**src/rtl/rv32_pkg.sv**
```systemverilog
// rv32_pkg: RV32I opcode, branch funct3 and bubble constants for the decode stage
package rv32_pkg;
  typedef enum logic [6:0] {
    OP_LUI    = 7'b0110111,
    OP_AUIPC  = 7'b0010111,
    OP_JAL    = 7'b1101111,
    OP_JALR   = 7'b1100111,
    OP_BRANCH = 7'b1100011,
    OP_LOAD   = 7'b0000011,
    OP_STORE  = 7'b0100011,
    OP_OPIMM  = 7'b0010011,
    OP_OP     = 7'b0110011,
    OP_SYSTEM = 7'b1110011
  } opcode_e;
  localparam logic [2:0] F3_BEQ  = 3'b000;
  localparam logic [2:0] F3_BNE  = 3'b001;
  localparam logic [2:0] F3_BLT  = 3'b100;
  localparam logic [2:0] F3_BGE  = 3'b101;
  localparam logic [2:0] F3_BLTU = 3'b110;
  localparam logic [2:0] F3_BGEU = 3'b111;
  localparam logic [31:0] NOP_IW = 32'h00000013;
endpackage

```
**src/rtl/rv32_imm_gen.sv**
```systemverilog
// rv32_imm_gen: sign-extended immediate selected by the opcode's format
//   iw  : instruction word
//   imm : I/S/B/U/J immediate, 0 for formats without one
module rv32_imm_gen
  import rv32_pkg::*;
(
  input  logic [31:0] iw,
  output logic [31:0] imm
);
  logic [6:0] opc;
  assign opc = iw[6:0];
  assign imm = (opc == OP_JALR || opc == OP_LOAD || opc == OP_OPIMM || opc == OP_SYSTEM) ? {{20{iw[31]}}, iw[31:20]} :
               opc == OP_STORE ? {{20{iw[31]}}, iw[31:25], iw[11:7]} :
               opc == OP_BRANCH ? {{19{iw[31]}}, iw[31], iw[7], iw[30:25], iw[11:8], 1'b0} :
               (opc == OP_LUI || opc == OP_AUIPC) ? {iw[31:12], 12'b0} :
               opc == OP_JAL ? {{11{iw[31]}}, iw[31], iw[19:12], iw[20], iw[30:21], 1'b0} : 32'b0;
endmodule

```
**src/rtl/rv32_id_top.sv**
```systemverilog
// rv32_id_top: RV32I decode stage with forwarding, branch resolution, load-use stall and halt
//   pc_in/iw_in            : fetch inputs
//   rs*_reg_out/rs*_data_in: external regfile read ports
//   ex/mem/wb_fwd_*        : forwarding sources, EX highest priority
//   jump_*_out, halt_flag, lw_stall_* : feedback to fetch
//   pc_out..illegal_out    : registered bundle for EX
module rv32_id_top
  import rv32_pkg::*;
(
  input  logic        clk,
  input  logic        reset,
  input  logic [31:0] pc_in,
  input  logic [31:0] iw_in,
  output logic [4:0]  rs1_reg_out,
  output logic [4:0]  rs2_reg_out,
  input  logic [31:0] rs1_data_in,
  input  logic [31:0] rs2_data_in,
  input  logic        ex_fwd_en,
  input  logic [4:0]  ex_fwd_rd,
  input  logic [31:0] ex_fwd_data,
  input  logic        mem_fwd_en,
  input  logic [4:0]  mem_fwd_rd,
  input  logic [31:0] mem_fwd_data,
  input  logic        wb_fwd_en,
  input  logic [4:0]  wb_fwd_rd,
  input  logic [31:0] wb_fwd_data,
  output logic        jump_enable_out,
  output logic [31:0] jump_addr_out,
  output logic        halt_flag,
  output logic        lw_stall_flag,
  output logic [31:0] lw_stall_pc,
  output logic [31:0] lw_stall_iw,
  output logic [31:0] pc_out,
  output logic [31:0] iw_out,
  output logic [31:0] rs1_data_out,
  output logic [31:0] rs2_data_out,
  output logic [31:0] imm_out,
  output logic [4:0]  rd_out,
  output logic        wb_en_out,
  output logic        is_load_out,
  output logic        illegal_out
);
  logic squash, replay_valid;
  logic [31:0] pc, iw, imm, rs1_val, rs2_val;
  logic [6:0] opc;
  logic [4:0] rs1, rs2, rd;
  logic [2:0] f3;
  logic known, uses_rs1, uses_rs2, writes_rd, cand, live, emit, taken;
  assign pc = replay_valid ? lw_stall_pc : pc_in;
  assign iw = replay_valid ? lw_stall_iw : iw_in;
  assign opc = iw[6:0];
  assign f3 = iw[14:12];
  assign rd = iw[11:7];
  assign rs1 = iw[19:15];
  assign rs2 = iw[24:20];
  assign rs1_reg_out = rs1;
  assign rs2_reg_out = rs2;
  rv32_imm_gen u_imm (.iw(iw), .imm(imm));
  assign rs1_val = rs1 == 5'd0 ? 32'b0 :
                   (ex_fwd_en && ex_fwd_rd == rs1) ? ex_fwd_data :
                   (mem_fwd_en && mem_fwd_rd == rs1) ? mem_fwd_data :
                   (wb_fwd_en && wb_fwd_rd == rs1) ? wb_fwd_data : rs1_data_in;
  assign rs2_val = rs2 == 5'd0 ? 32'b0 :
                   (ex_fwd_en && ex_fwd_rd == rs2) ? ex_fwd_data :
                   (mem_fwd_en && mem_fwd_rd == rs2) ? mem_fwd_data :
                   (wb_fwd_en && wb_fwd_rd == rs2) ? wb_fwd_data : rs2_data_in;
  assign known = opc inside {OP_LUI, OP_AUIPC, OP_JAL, OP_JALR, OP_BRANCH, OP_LOAD, OP_STORE, OP_OPIMM, OP_OP, OP_SYSTEM};
  assign uses_rs1 = opc inside {OP_JALR, OP_BRANCH, OP_LOAD, OP_STORE, OP_OPIMM, OP_OP};
  assign uses_rs2 = opc inside {OP_BRANCH, OP_STORE, OP_OP};
  assign writes_rd = opc inside {OP_LUI, OP_AUIPC, OP_JAL, OP_JALR, OP_LOAD, OP_OPIMM, OP_OP};
  // Stall only matters for an inst that would otherwise be live; the bubble it
  // inserts clears is_load_out, so the replay can never stall again.
  assign cand = !squash && !halt_flag;
  assign lw_stall_flag = cand && is_load_out && rd_out != 5'd0 &&
                         ((uses_rs1 && rs1 == rd_out) || (uses_rs2 && rs2 == rd_out));
  assign live = cand && !lw_stall_flag;
  assign emit = live && known && opc != OP_SYSTEM;
  always_comb
    taken = f3 == F3_BEQ  ? rs1_val == rs2_val :
            f3 == F3_BNE  ? rs1_val != rs2_val :
            f3 == F3_BLT  ? $signed(rs1_val) < $signed(rs2_val) :
            f3 == F3_BGE  ? $signed(rs1_val) >= $signed(rs2_val) :
            f3 == F3_BLTU ? rs1_val < rs2_val :
            f3 == F3_BGEU ? rs1_val >= rs2_val : 1'b0;
  assign jump_enable_out = live && (opc == OP_JAL || opc == OP_JALR || (opc == OP_BRANCH && taken));
  assign jump_addr_out = opc == OP_JALR ? (rs1_val + imm) & ~32'h1 : pc + imm;
  always_ff @(posedge clk)
    if (reset) begin
      squash       <= 1'b0;
      replay_valid <= 1'b0;
      halt_flag    <= 1'b0;
      lw_stall_pc  <= 32'b0;
      lw_stall_iw  <= 32'b0;
      pc_out       <= 32'b0;
      iw_out       <= NOP_IW;
      rs1_data_out <= 32'b0;
      rs2_data_out <= 32'b0;
      imm_out      <= 32'b0;
      rd_out       <= 5'd0;
      wb_en_out    <= 1'b0;
      is_load_out  <= 1'b0;
      illegal_out  <= 1'b0;
    end else begin
      squash       <= jump_enable_out;
      replay_valid <= lw_stall_flag;
      halt_flag    <= halt_flag | (live && opc == OP_SYSTEM);
      if (lw_stall_flag) begin
        lw_stall_pc <= pc;
        lw_stall_iw <= iw;
      end
      pc_out       <= pc;
      iw_out       <= emit ? iw : NOP_IW;
      rs1_data_out <= emit ? rs1_val : 32'b0;
      rs2_data_out <= emit ? rs2_val : 32'b0;
      imm_out      <= emit ? imm : 32'b0;
      rd_out       <= (emit && writes_rd) ? rd : 5'd0;
      wb_en_out    <= emit && writes_rd && rd != 5'd0;
      is_load_out  <= emit && opc == OP_LOAD;
      illegal_out  <= live && !known;
    end
endmodule
```
**config.mk**
```make
export PLATFORM = sky130hd
export DESIGN_NAME = rv32_id_top
export DESIGN_NICKNAME = d
export VERILOG_FILES = /design/src/rtl/rv32_pkg.sv /design/src/rtl/rv32_imm_gen.sv /design/src/rtl/rv32_id_top.sv
export SDC_FILE = /design/constraint.sdc
export NUM_CORES = 1
export LEC_CHECK = 0
export BUFFER_PORTS_ARGS = -buffer_cell sky130_fd_sc_hd__buf_2
export CORE_AREA = 2 2 319 163
export DETAILED_ROUTE_END_ITERATION = 6
export DIE_AREA = 0 0 321 165
export PLACE_DENSITY = 0.6
export SLEW_MARGIN = 10
export SYNTH_ARGS = -nofsm -noshare
export SYNTH_HDL_FRONTEND = slang
export SYNTH_SLANG_ARGS = --single-unit
```
**constraint.sdc**
```tcl
create_clock -name clk -period 6.28 [get_ports clk]
set_input_delay 0.942 -clock clk [delete_from_list [all_inputs] [get_ports clk]]
set_output_delay 0.942 -clock clk [all_outputs]
set_load 0.1 [all_outputs]
```
==> flow_summary.json <==
{
  "final_common_cell": "buf_2",
  "worstSkewPairLatency_ps": 560,
  "reg2reg_slack_ps": 980,
  "ys_ff_latch": 235,
  "slew_viol_final": 0,
  "finClkSkew_ps": 15.4,
  "setup_ws_ps": -556,
  "clkTransAtPathRegs_ps": 60,
  "htreeDepth": 1,
  "overflow": 0,
  "syn_area_um2": 14900,
  "numCtsBuffers": 27,
  "critPathLaunchType": "flop",
  "drcViolationCount": 0,
  "slowest_delay_ps": 400,
  "rsz0062_at_grt": "true",
  "die_h_um": 165,
  "max_freq_mhz": 146,
  "violations": "setup timing",
  "vias": 17500,
  "gp_congestion": 0.985,
  "die_w_um": 321,
  "start_util_pct": 29.9,
  "cts_buffer_depth": 3,
  "synthArstFlopShare_pct": 0,
  "cts_tree": "yes",
  "detailedPlace.worstSlack_ps": -540,
  "rows": 58,
  "hold_path.class": "flop to flop",
  "grt_start_max_net_pins": 74,
  "slowest_stage": "dfxtp_4",
  "crit_fanout": 6,
  "grt_pass1_wl_um": 104000,
  "setup_viol": 21,
  "ys_warn_count": 0,
  "postCtsHoldBufs": 0,
  "maxSlewHeadroom_pct": 37.1,
  "antenna_found_initial": 5,
  "crit_top_cell": "buf_12",
  "whs_endpoint": "lw_stall_iw[3]$_SDFFE_PP0P_",
  "hpwl_um": 60000,
  "ant_nets": 0,
  "syn_inst": 1869,
  "r2r-start": "replay_valid$_SDFF_PP0_",
  "hold_path_depth": 1,
  "critPathKind": "flop to output port",
  "path_delay_family": "compound AO/OA/AOI/OAI gates",
  "syn_to_final_growth_pct": 61.1,
  "critPathCaptureType": "output port",
  "core_area_um2": 49900,
  "vias_per_cell": 5.10,
  "power.leakage_uw": 0.0119,
  "worst_pin_slew_ps": 944,
  "post_synth.cell_area_avg_um2": 7.98,
  "grt_pass1_vias": 16800,
  "status": "complete, but fails checks",
  "n_fill_cell": 4866,
  "port_buffers": 520,
  "first_pass_iters": 6,
  "post-route-period-util_pct": 109,
  "routed_wl_um": 73700,
  "max_cap_viol_count": 0,
  "rr_endpoint": "squash$_SDFF_PP0_",
  "power_uw": 4820,
  "fin_setup_tns_ps": -5950,
  "powerDensity_nw_per_um2": 201,
  "fin_cells": 3431,
  "synth-edff-count": 0,
  "timing.critical_path.buf_inv": 7,
  "post-route-min-period_ps": 6840,
  "seq_area_frac_synth_pct": 31.5,
  "die-area_um2": 53000,
  "drive_gt1_share_pct": 44.8,
  "hold_viol": 0,
  "placed_cells": 3325,
  "final_cell_mix": "490 x buf_2, 402 x buf_4, 288 x nor2_1",
  "arrival_ps": 5890,
  "io_pins": 521,
  "fin_nets": 3081,
  "worst_ir_drop_vdd_uv": 182,
  "drt_first_iter_violations": 1438,
  "min-delay-start": "lw_stall_iw[3]$_SDFFE_PP0P_",
  "synthFlopType": "dfxtp_1",
  "cts.sink_count": 235,
  "r2r_cells": 26,
  "required_ps": 5340,
  "synth.distinct_cells": 87,
  "route.detailed.wl_per_inst_um": 21.5,
  "root_buffer": "clkbuf_16",
  "grt.total_usage_pct": 26.0
}
==> worst register-to-register path, delay by kind of cell (launching register included) <==
| family | cells | cell delay [ps] |
|---|---|---|
| flip-flops | 1 | 400 |
| XOR/XNOR | 1 | 160 |
| AO/OA/AOI/OAI | 12 | 2340 |
| multiplexers | 1 | 290 |
| buffers and inverters | 7 | 1050 |
| adder cells (fa/ha/maj) | 1 | 290 |
| AND/OR/NAND/NOR | 4 | 680 |
==> cells by family after synthesis <==
family          after synthesis  share of synthesized area [%]
other cells                   1                         0.0251
simple gates                677                           20.6
fa+ha+maj                    93                           7.83
compound gates              467                           20.2
xor+xnor                     92                           5.40
mux                         127                           9.47
flops                       235                           31.5
buf+inv                     177                           4.99
==> stage by stage <==
stage               instance area, µm²  util (%)  hold WS (ps)
finish                           24000      48.1           509
global route                     24000      48.1           529
CTS                              23200      46.5           506
detailed placement               21700      43.4           497
global placement                 21700      43.4           484
floorplan                        15300         -           561
==> synthesized netlist by cell type, types with 4 or more instances <==
cell	count	share of area (%)
nor2_1	315	7.9
dfxtp_1	235	32
nand2_1	143	3.6
a21oi_1	139	4.7
mux2i_1	108	7.2
a211oi_1	94	4.7
o21ai_0	93	3.1
ha_1	90	7.5
clkbuf_1	88	2.2
xnor2_1	64	3.8
inv_1	57	1.4
nor3_1	50	1.7
a21o_1	41	2.1
and2_1	36	1.5
nand3_1	32	1.1
xor2_1	28	1.6
nand4_1	21	0.88
buf_1	17	0.43
a31oi_1	14	0.59
o21a_1	14	0.70
buf_4	12	0.60
nand2b_1	12	0.50
and3_1	10	0.42
nor2b_1	10	0.42
mux2i_4	9	1.4
or3_1	9	0.38
nor4_1	7	0.29
o21bai_1	6	0.30
o31ai_1	6	0.30
mux2i_2	5	0.46
o2111ai_1	5	0.29
or4_1	5	0.25
nand3b_1	4	0.20
o211a_1	4	0.27
o21ai_1	4	0.13
==> timing repair <==
action                                  CTS  global route
endpoints found under the hold margin     0             0
resized for setup                        86           117
endpoints found under the setup margin   24            24
pin swaps                                26            51
setup buffers                            22            28
cloned                                    0             2
==> how the worst max path moves through the flow <==
stage | slack (ps) | to | from | cells after the start
floorplan | -580 | jump_enable_out | iw_in[18] | 24
global placement | -510 | jump_enable_out | iw_in[17] | 24
detailed placement | -540 | jump_enable_out | iw_in[15] | 25
CTS | -480 | jump_enable_out | replay_valid$_SDFF_PP0_ | 27
global route | -750 | jump_enable_out | replay_valid$_SDFF_PP0_ | 26
finish | -560 | jump_enable_out | replay_valid$_SDFF_PP0_ | 26
==> state kept, by name, summed over array words and instances (netlist names) <==
name,flops
iw_out,32
is_load_out,1
wb_en_out,1
halt_flag,1
lw_stall_iw,32
rs2_data_out,32
lw_stall_pc,32
illegal_out,1
pc_out,32
rs1_data_out,32
rd_out,5
imm_out,32
replay_valid,1
squash,1
==> per-layer routing <==
| metal | up-vias | global-route usage, % | wire [µm] |
|---|---|---|---|
| met5 | - | 0 | 0 |
| met4 | 0 | 7.16 | 1980 |
| met3 | 113 | 3.61 | 4680 |
| met2 | 585 | 43.0 | 34600 |
| met1 | 8425 | 35.5 | 32400 |
| li1 | 8380 | - | - |
==> cell type report <==
type | instances | area [µm²] | area share (%)
antenna | 4 | 10.0 | 0.0416
clock buffer | 28 | 689 | 2.87
clock inverter | 22 | 319 | 1.33
inverter | 57 | 214 | 0.890
multi-input combinational | 1458 | 10500 | 43.7
sequential | 235 | 4730 | 19.7
tap | 660 | 826 | 3.44
timing repair buffer | 967 | 6750 | 28.1
==> where the power goes <==
group / switching, µW / internal [µW] / leakage, µW / total (µW)
logic: 924 / 559 / 0.00954 / 1480
clock network: 721 / 1100 / 0.000490 / 1820
registers: 7.29 / 1510 / 0.00191 / 1520
No activity file was read; power rests on OpenSTA's default activity.
